==> config.mk <==
export PLATFORM = sky130hd
export DESIGN_NAME = door_lock_ctrl
export DESIGN_NICKNAME = d
export VERILOG_FILES = /design/src/rtl/door_pkg.sv /design/src/rtl/door_sync.sv /design/src/rtl/door_lock_ctrl.sv
export SDC_FILE = /design/constraint.sdc
export NUM_CORES = 1
export LEC_CHECK = 0
export CAP_MARGIN = 25
export CORE_MARGIN = 5
export CORE_UTILIZATION = 55
export CTS_BUF_LIST = sky130_fd_sc_hd__clkbuf_4 sky130_fd_sc_hd__clkbuf_8 sky130_fd_sc_hd__clkbuf_16
export DETAILED_ROUTE_END_ITERATION = 10
export MAX_ROUTING_LAYER = met4
export PLACE_DENSITY = 0.79
export SLEW_MARGIN = 15
export SYNTH_ARGS = -nofsm -noshare
export SYNTH_HDL_FRONTEND = slang
export SYNTH_SLANG_ARGS = --single-unit
==> constraint.sdc <==
create_clock -name clk -period 1.9 [get_ports clk]
set_input_delay 0.38 -clock clk [delete_from_list [all_inputs] [get_ports clk]]
set_output_delay 0.38 -clock clk [all_outputs]
set_load 0.05 [all_outputs]
==> src/rtl/door_pkg.sv <==
// Shared definitions for the door latch controller: state encodings, synchroniser depth, reset values.
package door_pkg;

  typedef logic [2:0] lock_state_t;

  localparam lock_state_t LOCKED   = 3'd0;
  localparam lock_state_t RELEASED = 3'd1;
  localparam lock_state_t OPEN     = 3'd2;
  localparam lock_state_t ALARM    = 3'd3;

  localparam int SYNC_DEPTH = 2;

  localparam lock_state_t RST_STATE = LOCKED;
  localparam logic        RST_LATCH = 1'b0;
  localparam logic        RST_WARN  = 1'b0;
  localparam logic        RST_ALARM = 1'b0;
  localparam logic        RST_SYNC  = 1'b0;

endpackage

==> src/rtl/door_sync.sv <==
// N-flop synchroniser for a single asynchronous level input; q lags d by N clocks.
module door_sync
  import door_pkg::*;
#(
  parameter int N = SYNC_DEPTH
) (
  input  logic clk,
  input  logic reset,
  input  logic d,
  output logic q
);

  logic [N-1:0] sr;

  always_ff @(posedge clk or posedge reset) begin
    if (reset) sr <= {N{RST_SYNC}};
    else       sr <= N'({sr, d});
  end

  assign q = sr[N-1];

endmodule

==> src/rtl/door_lock_ctrl.sv <==
// Door latch actuator: unlock pulse -> timed solenoid release, ajar warning, forced-entry alarm.
// Forced-entry detection and the ALARM state are built only when DOOR_ALARM_EN is defined.
module door_lock_ctrl
  import door_pkg::*;
#(
  parameter int HOLD_CYCLES = 50,
  parameter int AJAR_CYCLES = 200
) (
  input  logic       clk,
  input  logic       reset,
  input  logic       unlock_req,
  input  logic       door_open,
  output logic       latch_release,
  output logic       ajar_warn,
  output logic       alarm,
  output logic [2:0] lock_state
);

  localparam int MAX_CYC = (HOLD_CYCLES > AJAR_CYCLES) ? HOLD_CYCLES : AJAR_CYCLES;
  localparam int TW      = $clog2(MAX_CYC + 1);
  localparam logic [TW-1:0] HOLD_LOAD = TW'(HOLD_CYCLES - 1);
  localparam logic [TW-1:0] AJAR_LOAD = TW'(AJAR_CYCLES - 1);

  logic          door_s;
  lock_state_t   state, nxt_state;
  logic [TW-1:0] tmr, nxt_tmr, tmr_dec;
  logic          nxt_warn;

  door_sync #(.N(SYNC_DEPTH)) u_door_sync (
    .clk   (clk),
    .reset (reset),
    .d     (door_open),
    .q     (door_s)
  );

  // Saturating decrement: the timer parks at zero instead of wrapping.
  assign tmr_dec = (tmr == '0) ? tmr : tmr - TW'(1);

  always_comb begin
    nxt_state = state;
    nxt_tmr   = tmr;
    nxt_warn  = 1'b0;
    case (state)
      RELEASED: begin
        nxt_tmr = tmr_dec;
        if (door_s) begin
          nxt_state = OPEN;
          nxt_tmr   = AJAR_LOAD;
        end else if (unlock_req) begin
          nxt_tmr   = HOLD_LOAD;
        end else if (tmr == '0) begin
          nxt_state = LOCKED;
        end
      end
      OPEN: begin
        nxt_tmr = tmr_dec;
        if (!door_s) nxt_state = LOCKED;
        else         nxt_warn  = ajar_warn | (tmr == '0);
      end
`ifdef DOOR_ALARM_EN
      ALARM: begin
        if (unlock_req && !door_s) nxt_state = LOCKED;
      end
`endif
      default: begin
        // LOCKED, plus any unused encoding
        if (unlock_req) begin
          nxt_state = RELEASED;
          nxt_tmr   = HOLD_LOAD;
        end else if (door_s) begin
`ifdef DOOR_ALARM_EN
          nxt_state = ALARM;
`else
          nxt_state = OPEN;
          nxt_tmr   = AJAR_LOAD;
`endif
        end
      end
    endcase
  end

  always_ff @(posedge clk or posedge reset) begin
    if (reset) begin
      state         <= RST_STATE;
      tmr           <= '0;
      latch_release <= RST_LATCH;
      ajar_warn     <= RST_WARN;
    end else begin
      state         <= nxt_state;
      tmr           <= nxt_tmr;
      latch_release <= (nxt_state == RELEASED);
      ajar_warn     <= nxt_warn;
    end
  end

`ifdef DOOR_ALARM_EN
  logic alarm_q;

  always_ff @(posedge clk or posedge reset) begin
    if (reset) alarm_q <= RST_ALARM;
    else       alarm_q <= (nxt_state == ALARM);
  end

  assign alarm = alarm_q;
`else
  assign alarm = 1'b0;
`endif

  assign lock_state = state;

endmodule

### Yosys cells after proc, flatten, opt, wreduce, memory -nomap -nowiden

Cells that the tools add are included.
W data, S select, Z words.

* register bits after elaboration: 15
* bits of input ports: 4
* word-level logic and storage cells: 27

* add/subtract/negate cells: 1
* equal/unequal tests: 3
* mux-type cells: 15
* bitwise operators: 1
* reduce and logical (&&, ||, !) cells: 2

Operator list (number)
* $mux W8: 5
* $mux W3: 6
* $pmux W8 S2: 1
* $logic_not A8 Y1: 1
* $sub A8 B1 Y8 const B: 1
* $eq A3 B1 Y1 const B: 2
* $pmux W3 S2: 1
* $reduce_bool A4 Y1: 1
* $eq A3 B2 Y1 const B: 1
* $mux W1: 2
* $or A1 B1 Y1: 1

### Longest topological paths before layout

* depth after elaboration: 6
* gate-level depth with buffers: 6

### Hierarchy

A second synthesis with hierarchy kept.

* cell total of the unflattened synthesis: 109
* area, all modules: 1048.5 um^2

By module, submodules not included
* door_lock_ctrl: instances 1, cells each 106, area each 994.7 um^2
* door_sync: instances 1, cells each 3, area each 53.8 um^2

### Worst setup path after synthesis

Ideal clock, no wire load.

* path type: register to register
* start point: register state[1], in the netlist lock_state[1]
* end point: register tmr[4]
* library setup time: 63 ps
* arrival: 1726 ps
* data required time: 1837 ps
* path slack: 111 ps
* cell stages (with the launch flop): 6
* cell sequence: dfrtp_1 -> buf_4 -> nor4b_2 -> or4_4 -> a21oi_1 -> o22a_2

* cells in the longest elaborated chain, start to end: 2
* elaborated cells between the ends (all ways): 4

Ends and longest elaborated chain
* start, declared: RTL line door_lock_ctrl.sv:25 `lock_state_t state, nxt_state;`
* start signal, assigned: RTL line door_lock_ctrl.sv:89 `state <= nxt_state;`
* $eq A3 B2 Y1 / $eq A3 B1 Y1 (equally long branches): RTL line door_lock_ctrl.sv:43 `case (state)`
* $pmux W8 S2 / $reduce_bool A4 Y1 (equally long branches)
* end signal, assigned: RTL line door_lock_ctrl.sv:90 `tmr <= nxt_tmr;`
* end, declared: RTL line door_lock_ctrl.sv:26 `logic [TW-1:0] tmr, nxt_tmr, tmr_dec;`

Parallel ways exist; a longest one is shown, timed or not.
A chain may end at the register's enable or synchronous reset.

### Final worst setup path

* start point: register latch_release
* end point: output latch_release

RTL lines
* start, declared: RTL line door_lock_ctrl.sv:13 `output logic latch_release,`
* start signal, assigned: RTL line door_lock_ctrl.sv:91 `latch_release <= (nxt_state == RELEASED);`

No word-level cell between the ends.

==> results.md <==
- Die area: 2730 µm²
- Post-DR wirelength/cell: between 15 and 20 µm
- Max_cap viols: 0
- Largest net degree at the start of global routing: 16
- Post-CTS Repair Setup Buffers: 0
- Worst Path Arrival: 1.41 ns
- Overflow after GRT: 0
- Uppermost layer routed: met4
- Worst setup SP type: flop
- Status: complete, no violations
- Synth Warn #: 0
- Die W: 52.2 µm
- Commonest non-fill, non-tap cell in the layout: dfrtp_1
- Post-Synth XOR/XNOR Area: 0.894%
- Final hold slack: approximately 0.36 ns
- Register area share after synthesis: 38.3%
- 1st-iter DRT viols: 17
- Clock skew: 0.000369 ns
- Clock Latency Late Sink: about 0.28 ns
- CP peak stage delay: between 0.7 and 0.8 ns
- Synth cell types: 37
- Vias: 871
- Endpoints failing hold: 0
- Drt pass-1 iters: 4
- FF+latch count, synth: 15
- DRT met1 WL: 958 µm
- Critical-path top delay cell: clkdlybuf4s50_1
- Clock slew seen by the registers of the worst setup and hold paths: 0.08 ns
- Worst Max-Slew Pin Slew: between 0.5 and 0.6 ns
- Gpl congestion: 0.878
- Crit path kind: flop to primary output
- First-pass GRT wire length: about 3900 µm
- PD cells: 1680 nW/µm²
- Worst Hold Class: flop to flop
- Initial antenna violation count: 0
- Ys async rst share: 100%
- R2R Setup Slk: 0.13 ns
- Syn-to-layout area delta: 22.1%
- Root Buffer: clkbuf_4
- CTS buffer count: 3
- Dpl cells: 141
- Post-synth net total: 107
- Multiplexer share of the synthesized area: 0%
- Storage element area: 375 µm²
- H-tree levels: 1
- Detail Route Antenna Nets: 0
- Final min period: 1.79 ns
- Most frequent cells in the layout: dfrtp_1 (15), buf_4 (13), inv_1 (8), a21oi_1 (8), nand3_1 (6)
- Total GRT Usage: 20.3%
- Top Ports: 10
- ANT cells: 0
- Final core area utilization: 70.0%
- Fin nets: 127
- Post-Route WL: ~2200 µm
- Post-Syn Area: between 900 and 1000 µm²
- Crit. End Element: primary output
- Worst VDD drop: approximately 0.93 mV
- RSZ-0062 raised after global routing: false
- Reg2reg start: lock_state[0]$_DFF_PP0_
- Layout cells sized above 1: 26.7%
- CP Max Fanout: 1
- Fill cell count: 143
- Multi-input combinational cell area: 522 µm²
- Clk buf depth: 2
- Critical path startpoint: latch_release$_DFF_PP0_
- Hold depth: 0
- Tcrit/Tclk final: 94.0%
- Post-detail-place hpwl: ~1700 µm
- Slew Limit Fails: 0
- Fin cells: 145
- Final setup fails: 0
- CP delay by family, top: buffers and inverters
- Vias in the first global route: 835
- Drt via density: 6.01
- Initial Util: a little under three fifths
- Core Box Area: 1710 µm²
- FF-to-FF path depth: 4
- Synth Area per Inst: between 9 and 10 µm²
- Worst Path Required: 1.52 ns
- Mapped Cells: 101
- Largest family of logic cells by synthesized area: compound AO/OA/AOI/OAI gates
- Worst r2r dst: tmr[4]$_DFFE_PP0P_
- Most frequently used flop master after synthesis: dfrtp_1
- WL met2: 1080 µm
- Hold worst-path end: u_door_sync.sr[1]$_DFF_PP0_
- Dpl ws: -0.0686 ns
- Metal3 WL: 121 µm
- Post-route setup slack: approximately 0.11 ns
- Hold path start: u_door_sync.sr[0]$_DFF_PP0_
- Num Clock Sinks: 15
- Leakage dissipation: 0.548 nW
- Critical path, cell by cell: clkdlybuf4s50_1
- Highest clock rate: 0.560 GHz
- Fin Setup TNS: 0 ns
- Die Ht: 52.2 µm
- Compound-Gate Fraction of Synth Area: roughly 26%
- Drt drc: 0
- Post-synth EDFFs: 0
- Rows: 15
- CTS tree: yes
- Post-synthesis simple-gate area fraction: between 20% and 30%
- Crit path buf inv count: 1
- Slew HR: 62.6%
- I/O Buffers: 8
- Post-synthesis adder-cell area fraction: under 10%
## where the power goes
part	switching (mW)	total [mW]	leakage [nW]	internal, mW
logic	0.618	1.22	0.343	0.602
clock network	0.0965	0.175	0.0177	0.0781
registers	0.184	0.618	0.187	0.434
total	0.899	2.01	0.548	1.11
## per-stage QoR
stage                     instance area (µm²)  total power [mW]
final                                    1200              2.01
after CTS                                1190              2.01
after global routing                     1200              2.18
after floorplan                           980              1.42
after detailed placement                 1170              1.82
after global placement                   1170              1.77
## layout make-up
class	count	area share, %
multi-input combinational	72	43.6
clock inverter	1	0.418
timing repair buffer	21	17.6
inverter	8	2.51
tap	25	2.62
sequential	15	31.4
clock buffer	3	1.88
## sequential cells by signal, summed over array words and instances (netlist names)
name / count
ajar_warn: 1
tmr: 8
lock_state: 3
u_door_sync.sr: 2
latch_release: 1
## metal layers
metal | GRT usage [%] | vias up
li1 | - | 414
met1 | 25.5 | 422
met2 | 31.4 | 28
met3 | 7.12 | 7
met4 | 5.53 | 0
met5 | - | -
## synth_stat cells, types with 3 or more instances
master | instances | area, µm²
a21oi_1 | 8 | 40.0
a2bb2oi_1 | 4 | 35.0
buf_4 | 4 | 30.0
dfrtp_1 | 15 | 375
inv_1 | 8 | 30.0
nand2_1 | 5 | 18.8
nand3_1 | 6 | 30.0
nor2_1 | 5 | 18.8
nor3_1 | 5 | 25.0
o21ai_0 | 5 | 25.0
or2_2 | 3 | 18.8
## worst max path at each step
stage,depth (start not counted),slack (ns),to
2_1_floorplan,5,0.11,tmr[4]$_DFFE_PP0P_
3_3_place_gp,5,-0.02,tmr[4]$_DFFE_PP0P_
3_5_place_dp,5,-0.07,tmr[4]$_DFFE_PP0P_
4_1_cts,1,0.06,ajar_warn
5_1_grt,5,0.05,tmr[1]$_DFFE_PP0P_
6_report,1,0.11,latch_release
## kinds of logic after synthesis
| logic type | after synthesis |
|---|---|
| AOI/OAI and AO/OA | 33 |
| xor gates and xnor gates | 1 |
| DFF | 15 |
| adders and majority gates | 2 |
| and+or+nand+nor | 35 |
| other | 1 |
| buffers and inverters | 14 |
## what timing repair did
item | 4_1_cts | 5_1_grt
gates resized for setup | 0 | 1
hold buffers | 0 | 0
setup endpoints to repair | 0 | 1
(Power assumes the default switching activity.)
